`src/rtl/icache_direct_mapped.sv`:
```
// Direct-mapped, read-only instruction cache with 4-word lines refilled over a 128-bit handshake.
// Optional hit/miss counters when ICACHE_PERF_EN is defined.
module icache_direct_mapped #(
    parameter int NUM_BLOCKS = 8,
    parameter int ADDR_W     = 30
) (
    input  logic                clk,
    input  logic                rst,
    input  logic                proc_read,
    input  logic                proc_write,
    input  logic [ADDR_W-1:0]   proc_addr,
    input  logic [31:0]         proc_wdata,
    output logic                proc_stall,
    output logic [31:0]         proc_rdata,
    output logic                mem_read,
    output logic                mem_write,
    output logic [ADDR_W-3:0]   mem_addr,
    output logic [127:0]        mem_wdata,
    input  logic                mem_ready,
    input  logic [127:0]        mem_rdata
`ifdef ICACHE_PERF_EN
    ,
    output logic [31:0]         perf_hit,
    output logic [31:0]         perf_miss
`endif
);
    localparam int IDX_W = $clog2(NUM_BLOCKS);
    localparam int TAG_W = ADDR_W - 2 - IDX_W;

    typedef enum logic {S_IDLE, S_FETCH} state_t;

    state_t             r_state;
    state_t             w_state_next;
    logic               r_mem_read;
    logic [ADDR_W-3:0]  r_mem_addr;
    logic               r_valid [NUM_BLOCKS];
    logic [TAG_W-1:0]   r_tag   [NUM_BLOCKS];
    logic [127:0]       r_data  [NUM_BLOCKS];

    logic [IDX_W-1:0]   w_idx;
    logic [TAG_W-1:0]   w_tag;
    logic [IDX_W-1:0]   w_fill_idx;
    logic [TAG_W-1:0]   w_fill_tag;
    logic               w_req;
    logic               w_hit;
    logic               w_miss;
    logic               w_fill;
    logic               w_unused_ok;

    assign w_idx       = proc_addr[IDX_W+1:2];
    assign w_tag       = proc_addr[ADDR_W-1:IDX_W+2];
    assign w_fill_idx  = r_mem_addr[IDX_W-1:0];
    assign w_fill_tag  = r_mem_addr[ADDR_W-3:IDX_W];
    // A write request on the read-only port is treated as no request at all.
    assign w_req       = proc_read & ~proc_write;
    assign w_hit       = w_req & r_valid[w_idx] & (r_tag[w_idx] == w_tag);
    assign w_miss      = (r_state == S_IDLE) & w_req & ~w_hit;
    assign w_fill      = (r_state == S_FETCH) & mem_ready;
    assign w_unused_ok = ^proc_wdata;

    // State register
    always_ff @(posedge clk) begin
        if (rst) r_state <= S_IDLE;
        else     r_state <= w_state_next;
    end

    // Next-state logic
    always_comb begin
        w_state_next = r_state;
        case (r_state)
            S_IDLE:  if (w_miss)    w_state_next = S_FETCH;
            S_FETCH: if (mem_ready) w_state_next = S_IDLE;
            default: w_state_next = S_IDLE;
        endcase
    end

    // Output logic
    always_comb begin
        proc_stall = w_req & ((r_state == S_FETCH) | ~w_hit);
        proc_rdata = r_data[w_idx][{proc_addr[1:0], 5'b0} +: 32];
    end

    always_ff @(posedge clk) begin
        if (rst) begin
            r_mem_read <= 1'b0;
            r_mem_addr <= '0;
        end else if (w_miss) begin
            r_mem_read <= 1'b1;
            r_mem_addr <= proc_addr[ADDR_W-1:2];
        end else if (w_fill) begin
            r_mem_read <= 1'b0;
        end
    end

    // Refill uses the latched line address so a dropped proc_read still installs the line.
    always_ff @(posedge clk) begin
        if (rst) begin
            for (int i = 0; i < NUM_BLOCKS; i++) r_valid[i] <= 1'b0;
        end else if (w_fill) begin
            r_valid[w_fill_idx] <= 1'b1;
        end
    end

    always_ff @(posedge clk) begin
        if (w_fill && !rst) begin
            r_tag[w_fill_idx]  <= w_fill_tag;
            r_data[w_fill_idx] <= mem_rdata;
        end
    end

    assign mem_read  = r_mem_read;
    assign mem_addr  = r_mem_addr;
    assign mem_write = 1'b0;
    assign mem_wdata = '0;

`ifdef ICACHE_PERF_EN
    logic        r_fill_done;
    logic [31:0] r_perf_hit;
    logic [31:0] r_perf_miss;

    // r_fill_done marks the post-refill hit cycle, which is not counted as a hit.
    always_ff @(posedge clk) begin
        if (rst) begin
            r_fill_done <= 1'b0;
            r_perf_hit  <= '0;
            r_perf_miss <= '0;
        end else begin
            r_fill_done <= w_fill;
            if (w_hit && r_state == S_IDLE && !r_fill_done && r_perf_hit != 32'hFFFF_FFFF)
                r_perf_hit <= r_perf_hit + 32'd1;
            if (w_miss && r_perf_miss != 32'hFFFF_FFFF)
                r_perf_miss <= r_perf_miss + 32'd1;
        end
    end

    assign perf_hit  = r_perf_hit;
    assign perf_miss = r_perf_miss;
`endif
endmodule

```
`config.mk`:
```
export PLATFORM = sky130hd
export DESIGN_NAME = icache_direct_mapped
export DESIGN_NICKNAME = d
export VERILOG_FILES = /design/src/rtl/icache_direct_mapped.sv
export SDC_FILE = /design/constraint.sdc
export NUM_CORES = 1
export LEC_CHECK = 0
export CAP_MARGIN = 0
export CORE_ASPECT_RATIO = 1.25
export CORE_MARGIN = 10
export CORE_UTILIZATION = 30
export CTS_BUF_LIST = sky130_fd_sc_hd__clkbuf_4
export DETAILED_ROUTE_END_ITERATION = 8
export SLEW_MARGIN = 25
export SYNTH_ARGS = -nofsm -noshare
export SYNTH_HDL_FRONTEND = slang
export SYNTH_SLANG_ARGS = --single-unit
```
`constraint.sdc`:
```
create_clock -name clk -period 26 [get_ports clk]
set_input_delay 2.6 -clock clk [delete_from_list [all_inputs] [get_ports clk]]
set_output_delay 2.6 -clock clk [all_outputs]
set_load 0.02 [all_outputs]
```
==> results of run 1 <==
power by group:
part | total [mW] | leakage (nW) | internal (mW) | switching (mW)
registers | 2.24 | 11.2 | 2.24 | 0.00704
clock network | 1.68 | 2.49 | 0.910 | 0.768
logic | 0.241 | 4.63 | 0.108 | 0.134
sequential cells by signal, summed over array words and instances (netlist names):
register,count
r_state,1
r_valid,8
mem_addr,28
mem_read,1
r_tag,200
r_data,1024
layout make-up:
| class | instances | share of cell area [%] |
|---|---|---|
| Sequential cell | 1262 | 65.1 |
| Timing Repair Buffer | 262 | 4.53 |
| Inverter | 5 | 0.0347 |
| Multi-Input combinational cell | 758 | 18.4 |
| Tap cell | 2184 | 4.74 |
| Clock buffer | 521 | 6.79 |
| Clock inverter | 40 | 0.317 |
| Antenna cell | 8 | 0.0347 |
cell usage after synthesis, types with 3 or more instances:
cell	n	area, µm²
nand2b_1	4	25.0
a21o_1	4	30.0
nor2b_1	4	25.0
nand2_1	63	236
dfxtp_1	38	761
mux2i_1	72	721
nor2_1	9	33.8
buf_2	38	190
nand4_1	7	43.8
clkbuf_1	46	173
o22ai_1	10	62.6
mux4_2	343	7720
xnor2_1	7	61.3
o21a_1	3	22.5
inv_1	4	15.0
buf_1	4	15.0
buf_6	5	56.3
nor3_1	3	15.0
mux2_2	46	518
a221oi_1	8	70.1
mux4_1	7	184
xor2_1	17	149
edfxtp_1	1224	36800
nand3b_1	4	30.0
buf_4	137	1030
nand3_1	4	20.0
worst max-delay path, delay by kind of cell:
kind,cells,cell delay (ns)
buffers and inverters,6,4.03
multiplexers,3,1.48
final timing paths:
kind,start,end,slack (ns)
worst max register to register,r_state,r_data[6][114],22.17
worst min-delay path,r_valid[0],r_valid[0],0.46
worst max-delay path,proc_addr[2],proc_rdata[5],15.03
worst min register to register,r_valid[0],r_valid[0],0.46
metal layers:
metal	routed length [µm]	part of all wire (%)	track usage [%]	vias to the layer above
met5	408	0.36	0	-
met4	2450	2.1	4.17	64
met3	10400	9.1	5.64	264
met2	54600	48	19.8	839
met1	46600	41	15.1	12044
li1	-	-	-	9922
cells by family after synthesis:
kind of cell	count (synthesis)	synth area share, %
xor+xnor	24	0.428
simple gates	105	0.975
flops	1262	76.3
mux	468	18.6
compound gates	32	0.497
buf+inv	238	3.13
other cells	1	0.00763
per-stage QoR:
step	hold WS (ns)	area, µm²	util [%]	setup slack (ns)
after floorplan	0.425	49600	-	11.69
after global placement	0.432	53500	32.8	14.81
after detailed placement	0.443	53500	32.8	14.82
after CTS	0.458	57600	35.3	14.82
after global routing	0.483	57600	35.3	14.49
final	0.456	57600	35.3	15.03
==> key figures, run 1 <==
Run status
  – Status: finished, final reports clean

GRT
  – Initial antenna violation count: 40
  – First-pass GRT wire length: 168000 µm
  – Largest net degree at the start of global routing: 108
  – Number of global-route vias before repair: 25392
  – GRT overflow: 0
  – Total GRT Usage: 12.5%

Placed design
  – HPWL after DPL: 63600 µm
  – GP Congestion: 0.710
  – Inst Count DP: 4470
  – Port Buffers: 224

Critical path
  – Setup crit start kind: input port
  – CP Class: in2out
  – Crit-path max FO: 71
  – CP most frequent cell: buf_4
  – Worst path cell trace: buf_8 > buf_4 > buf_4 > buf_4 > buf_4 > mux4_2 > mux4_2 > mux2_2 > clkdlybuf4s50_1
  – Crit path DAT: 8.37 ns
  – Slowest Stage Delay on Critical Path: 0.79 ns
  – Reg2reg path depth: 5
  – Crit. End Element: output port
  – Required time of the worst setup path: 23.40 ns
  – Slowest cell on the critical path: buf_4

Route
  – Detailed-router iteration count before antenna repair: 5
  – Post-route ant nets: 0
  – Post-DR vias/cell: 4.59
  – Detailed Route WL: 114000 µm
  – Residual DRC: 0
  – Initial drt markers: 1303
  – Via count: 23133
  – WL/cell: 22.7 µm

Power
  – Pwr/cell area: 72.3 nW/µm²
  – Max IR drop VDD: 0.0000490 V
  – Total Power: 4.16 mW
  – Leakage power: 18.3 nW

Synthesis
  – Async SR Flop Fraction: 0%
  – Gate count of the mapped netlist: 2130
  – Avg Inst Size Synth: 23.1 µm²
  – Top FF cell, synth: edfxtp_1
  – Sequential-to-total area share from yosys stat: 76.3%
  – Synth unique cells: 42
  – Yosys reg bits: 1262
  – Post-synth EDFFs: 1224
  – Yosys synthesis warning count: 0
  – Mapped cell area: 49100 µm²

Floorplan
  – Die extent in y: 472 µm
  – Core Box Area: 163000 µm²
  – Initial Utilization: 30.1%
  – I/O pin cnt: 386
  – Die area: 180000 µm²
  – FP Rows: 166
  – Die width: 382 µm

Layout
  – Area Overhead vs Synth: 17.2%
  – Fillers: 15259
  – Most frequent cells in the layout: 1224 x edfxtp_1, 521 x clkbuf_4, 343 x mux4_2, 219 x clkdlybuf4s50_1, 129 x conb_1
  – Share of post-route cells with drive strength above 1: 34.3%
  – Commonest non-fill, non-tap cell in the layout: edfxtp_1
  – Area occupied by registers: 37500 µm²
  – Combined area of the multi-input logic cells: 10600 µm²
  – Non-Filler Instances: 5040
  – Post-layout nets: 2832

Timing
  – RSZ-0062 raised after global routing: no
  – Final slew viol count: 0
  – Final setup violation count: 0
  – Final hold vios: 0
  – Final min period: 10.97 ns
  – Rel. slew slack: 30.5%
  – Setup Skew: 0.108 ns
  – Setup_tns: 0 ns
  – Slew @ Worst Pin: 1.04 ns
  – Maximum clock frequency: 0.0912 GHz
  – Period utilization: 42.2%

Run
  – # Max-Cap Violations: 0

CTS
  – CTS Root Cell: clkbuf_4
  – Clk pin slew, worst setup/hold paths: 0.06 ns
  – TritonCTS clock tree: done
  – Total CTS buffers: 348
  – Clock Sinks: 1262
  – Post-CTS Resized: 0
  – Clock latency on the worst-skew pair: 1.24 ns
  – Postcts setup bufs: 0
  – Max Root-Sink Buffers: 4
  – Total number of H-tree levels: 5
  – Hold Buf Count CTS: 0

Hold path
  – Min-Delay Path Class: reg2reg
  – Hold Path Stages: 1
Note: power is estimated with default switching activity, not from simulation.
==> inputs of run 2 (changes only) <==
==> constraint.sdc (replaced) <==
create_clock -name clk -period 9.6 [get_ports clk]
set_input_delay 0.96 -clock clk [delete_from_list [all_inputs] [get_ports clk]]
set_output_delay 0.96 -clock clk [all_outputs]
set_load 0.02 [all_outputs]
==> key figures, run 2 (synthesized netlist as in run 1, its figures left out) <==
Critical path
  – Required time of the worst setup path: 8.64 ns (was 23.40 ns)
  – CP Class: in2out (unchanged)
  – Crit. End Element: output port (unchanged)
  – Setup crit start kind: input port (unchanged)
  – Crit path DAT: 4.91 ns (was 8.37 ns)
  – Worst Setup SP: proc_addr[2] (unchanged)
  – Worst path cell trace: buf_8 > buf_4 > nor2b_1 > a22oi_1 > a31o_2 > a2111oi_2 > and4_1 > nand4_1 > o21a_1 > clkdlybuf4s50_1 (was buf_8 > buf_4 > buf_4 > buf_4 > buf_4 > mux4_2 > mux4_2 > mux2_2 > clkdlybuf4s50_1)
  – Slowest Stage Delay on Critical Path: 0.77 ns (was 0.79 ns)
  – Slowest cell on the critical path: buf_4 (unchanged)
  – R2R setup slack: 6.29 ns (was 22.17 ns)
  – Worst r2r src: r_state (unchanged)
  – Crit-path max FO: 57 (was 71)

Layout
  – Share of post-route cells with drive strength above 1: 33.3% (was 34.3%)
  – Area Overhead vs Synth: 17.2% (about the same)
  – Most frequent cells in the layout: 1224 x edfxtp_1, 489 x clkbuf_4, 343 x mux4_2, 219 x clkdlybuf4s50_1, 129 x conb_1 (was 1224 x edfxtp_1, 521 x clkbuf_4, 343 x mux4_2, 219 x clkdlybuf4s50_1, 129 x conb_1)
  – Max reg flops: 1024 (unchanged)
  – Top reg by flops: r_data (unchanged)
  – Util after Layout: 35.3% (about the same)
  – Non-Filler Instances: 5041 (was 5040)
  – Post-layout nets: 2820 (was 2832)
  – Commonest non-fill, non-tap cell in the layout: edfxtp_1 (unchanged)

CTS
  – Clock Sinks: 1262 (unchanged)
  – CTS Root Cell: clkbuf_4 (unchanged)
  – Post-CTS Resized: 0 (unchanged)
  – Max Root-Sink Buffers: 4 (unchanged)
  – TritonCTS clock tree: done (unchanged)
  – Total number of H-tree levels: 5 (unchanged)
  – Postcts setup bufs: 0 (unchanged)
  – Total CTS buffers: 343 (was 348)
  – Clock latency on the worst-skew pair: 1.25 ns (was 1.24 ns)
  – Hold Buf Count CTS: 0 (unchanged)
  – Clk pin slew, worst setup/hold paths: 0.05 ns (was 0.06 ns)

Timing
  – Setup Skew: 0.123 ns (was 0.108 ns)
  – Setup_tns: 0 ns (unchanged)
  – Final slew viol count: 0 (unchanged)
  – Maximum clock frequency: 0.170 GHz
  – Final min period: 5.87 ns
  – RSZ-0062 raised after global routing: no (unchanged)
  – Final hold vios: 0 (unchanged)
  – Rel. slew slack: 32.0% (was 30.5%)
  – Slew @ Worst Pin: 1.02 ns (was 1.04 ns)
  – Period utilization: 61.1%
  – Final setup violation count: 0 (unchanged)

Floorplan
  – Die width: 382 µm (unchanged)
  – I/O pin cnt: 386 (unchanged)
  – Initial Utilization: 30.1% (unchanged)
  – Core Box Area: 163000 µm² (unchanged)
  – FP Rows: 166 (unchanged)
  – Die extent in y: 472 µm (unchanged)
  – Die area: 180000 µm² (unchanged)

GRT
  – GRT overflow: 0 (unchanged)
  – Total GRT Usage: 12.4% (was 12.5%)
  – Initial antenna violation count: 38 (was 40)
  – First-pass GRT wire length: 168000 µm (about the same)
  – Largest net degree at the start of global routing: 125 (was 108)
  – Number of global-route vias before repair: 25536 (was 25392)

Route
  – Post-DR vias/cell: 4.61 (was 4.59)
  – Via count: 23237 (was 23133)
  – Initial drt markers: 1498 (was 1303)
  – Post-route ant nets: 0 (unchanged)
  – WL/cell: 22.6 µm (was 22.7 µm)
  – Detailed Route WL: 114000 µm (about the same)
  – Residual DRC: 0 (unchanged)
  – Detailed-router iteration count before antenna repair: 5 (unchanged)

Power
  – Max IR drop VDD: 0.000120 V (was 0.0000490 V)
  – Pwr/cell area: 195 nW/µm² (was 72.3 nW/µm²)
  – Total Power: 11.2 mW (was 4.16 mW)
  – Leakage power: 18.3 nW (about the same)

Run status
  – Status: finished, final reports clean (unchanged)

Hold path
  – Min-Delay Path Class: in2reg (was reg2reg)
  – Hold_sp: proc_addr[2] (was r_valid[0])

Placed design
  – Port Buffers: 224 (unchanged)
  – Inst Count DP: 4464 (was 4470)
  – HPWL after DPL: 62000 µm (was 63600 µm)
  – GP Congestion: 0.709 (was 0.710)

Run
  – # Max-Cap Violations: 0 (unchanged)
[run 2: cell types whose count changed in the layout (fill, tap and decap cells not counted), sizes merged]
cell,previous run,this run
clkbuf,522,490
inv,11,7
clkinv,32,75
bufinv,1,3
clkinvlp,1,0
buf,42,35
[run 2: area by class of cell]
| cell class | count | area (µm²) |
|---|---|---|
| diodes | 8 | 20.0 |
| flip-flops and latches | 1262 | 37500 |
| well taps | 2184 | 2730 |
| clock inverters | 80 | 400 |
| repair buffers | 255 | 2610 |
| clock buffers | 489 | 3670 |
| inverters | 5 | 18.8 |
| multi-input cells | 758 | 10600 |
| fillers | 15250 | 106000 |
[run 2: metrics by stage]
step | cell area, µm² | setup slack (ns) | hold slack (ns)
CTS | 57600 | 3.60 | 0.120
finish | 57600 | 3.73 | 0.290
floorplan | 49600 | 1.06 | 0.425
global route | 57600 | 3.37 | 0.202
global placement | 53500 | 3.60 | 0.433
detailed placement | 53500 | 3.62 | 0.442
[run 2: path summary, 6_finish.rpt]
check / endpoint / cells after the start
max: proc_stall / 10
min reg2reg: r_valid[1] / 1
max reg2reg: r_data[0][17] / 5
min: mem_addr[0] / 3
[run 2: layer usage]
metal  track usage, %  share of wire (%)
met1             15.2                 40
met2             19.8                 48
met5                0               0.38
met3             5.08                9.4
met4             4.47                2.1
[run 2: power by group]
part | total [mW] | internal (mW) | switching [mW] | leakage, nW
combinational | 0.654 | 0.292 | 0.362 | 4.60
clock | 4.50 | 2.40 | 2.09 | 2.46
sequential | 6.08 | 6.06 | 0.0198 | 11.2
total | 11.2 | 8.75 | 2.47 | 18.3
[run 2: worst max-delay path, delay by kind of cell]
kind / cells / cell delay, ns
AO/OA/AOI/OAI: 4 / 1.09
AND/OR/NAND/NOR: 3 / 0.95
buffers and inverters: 3 / 1.81
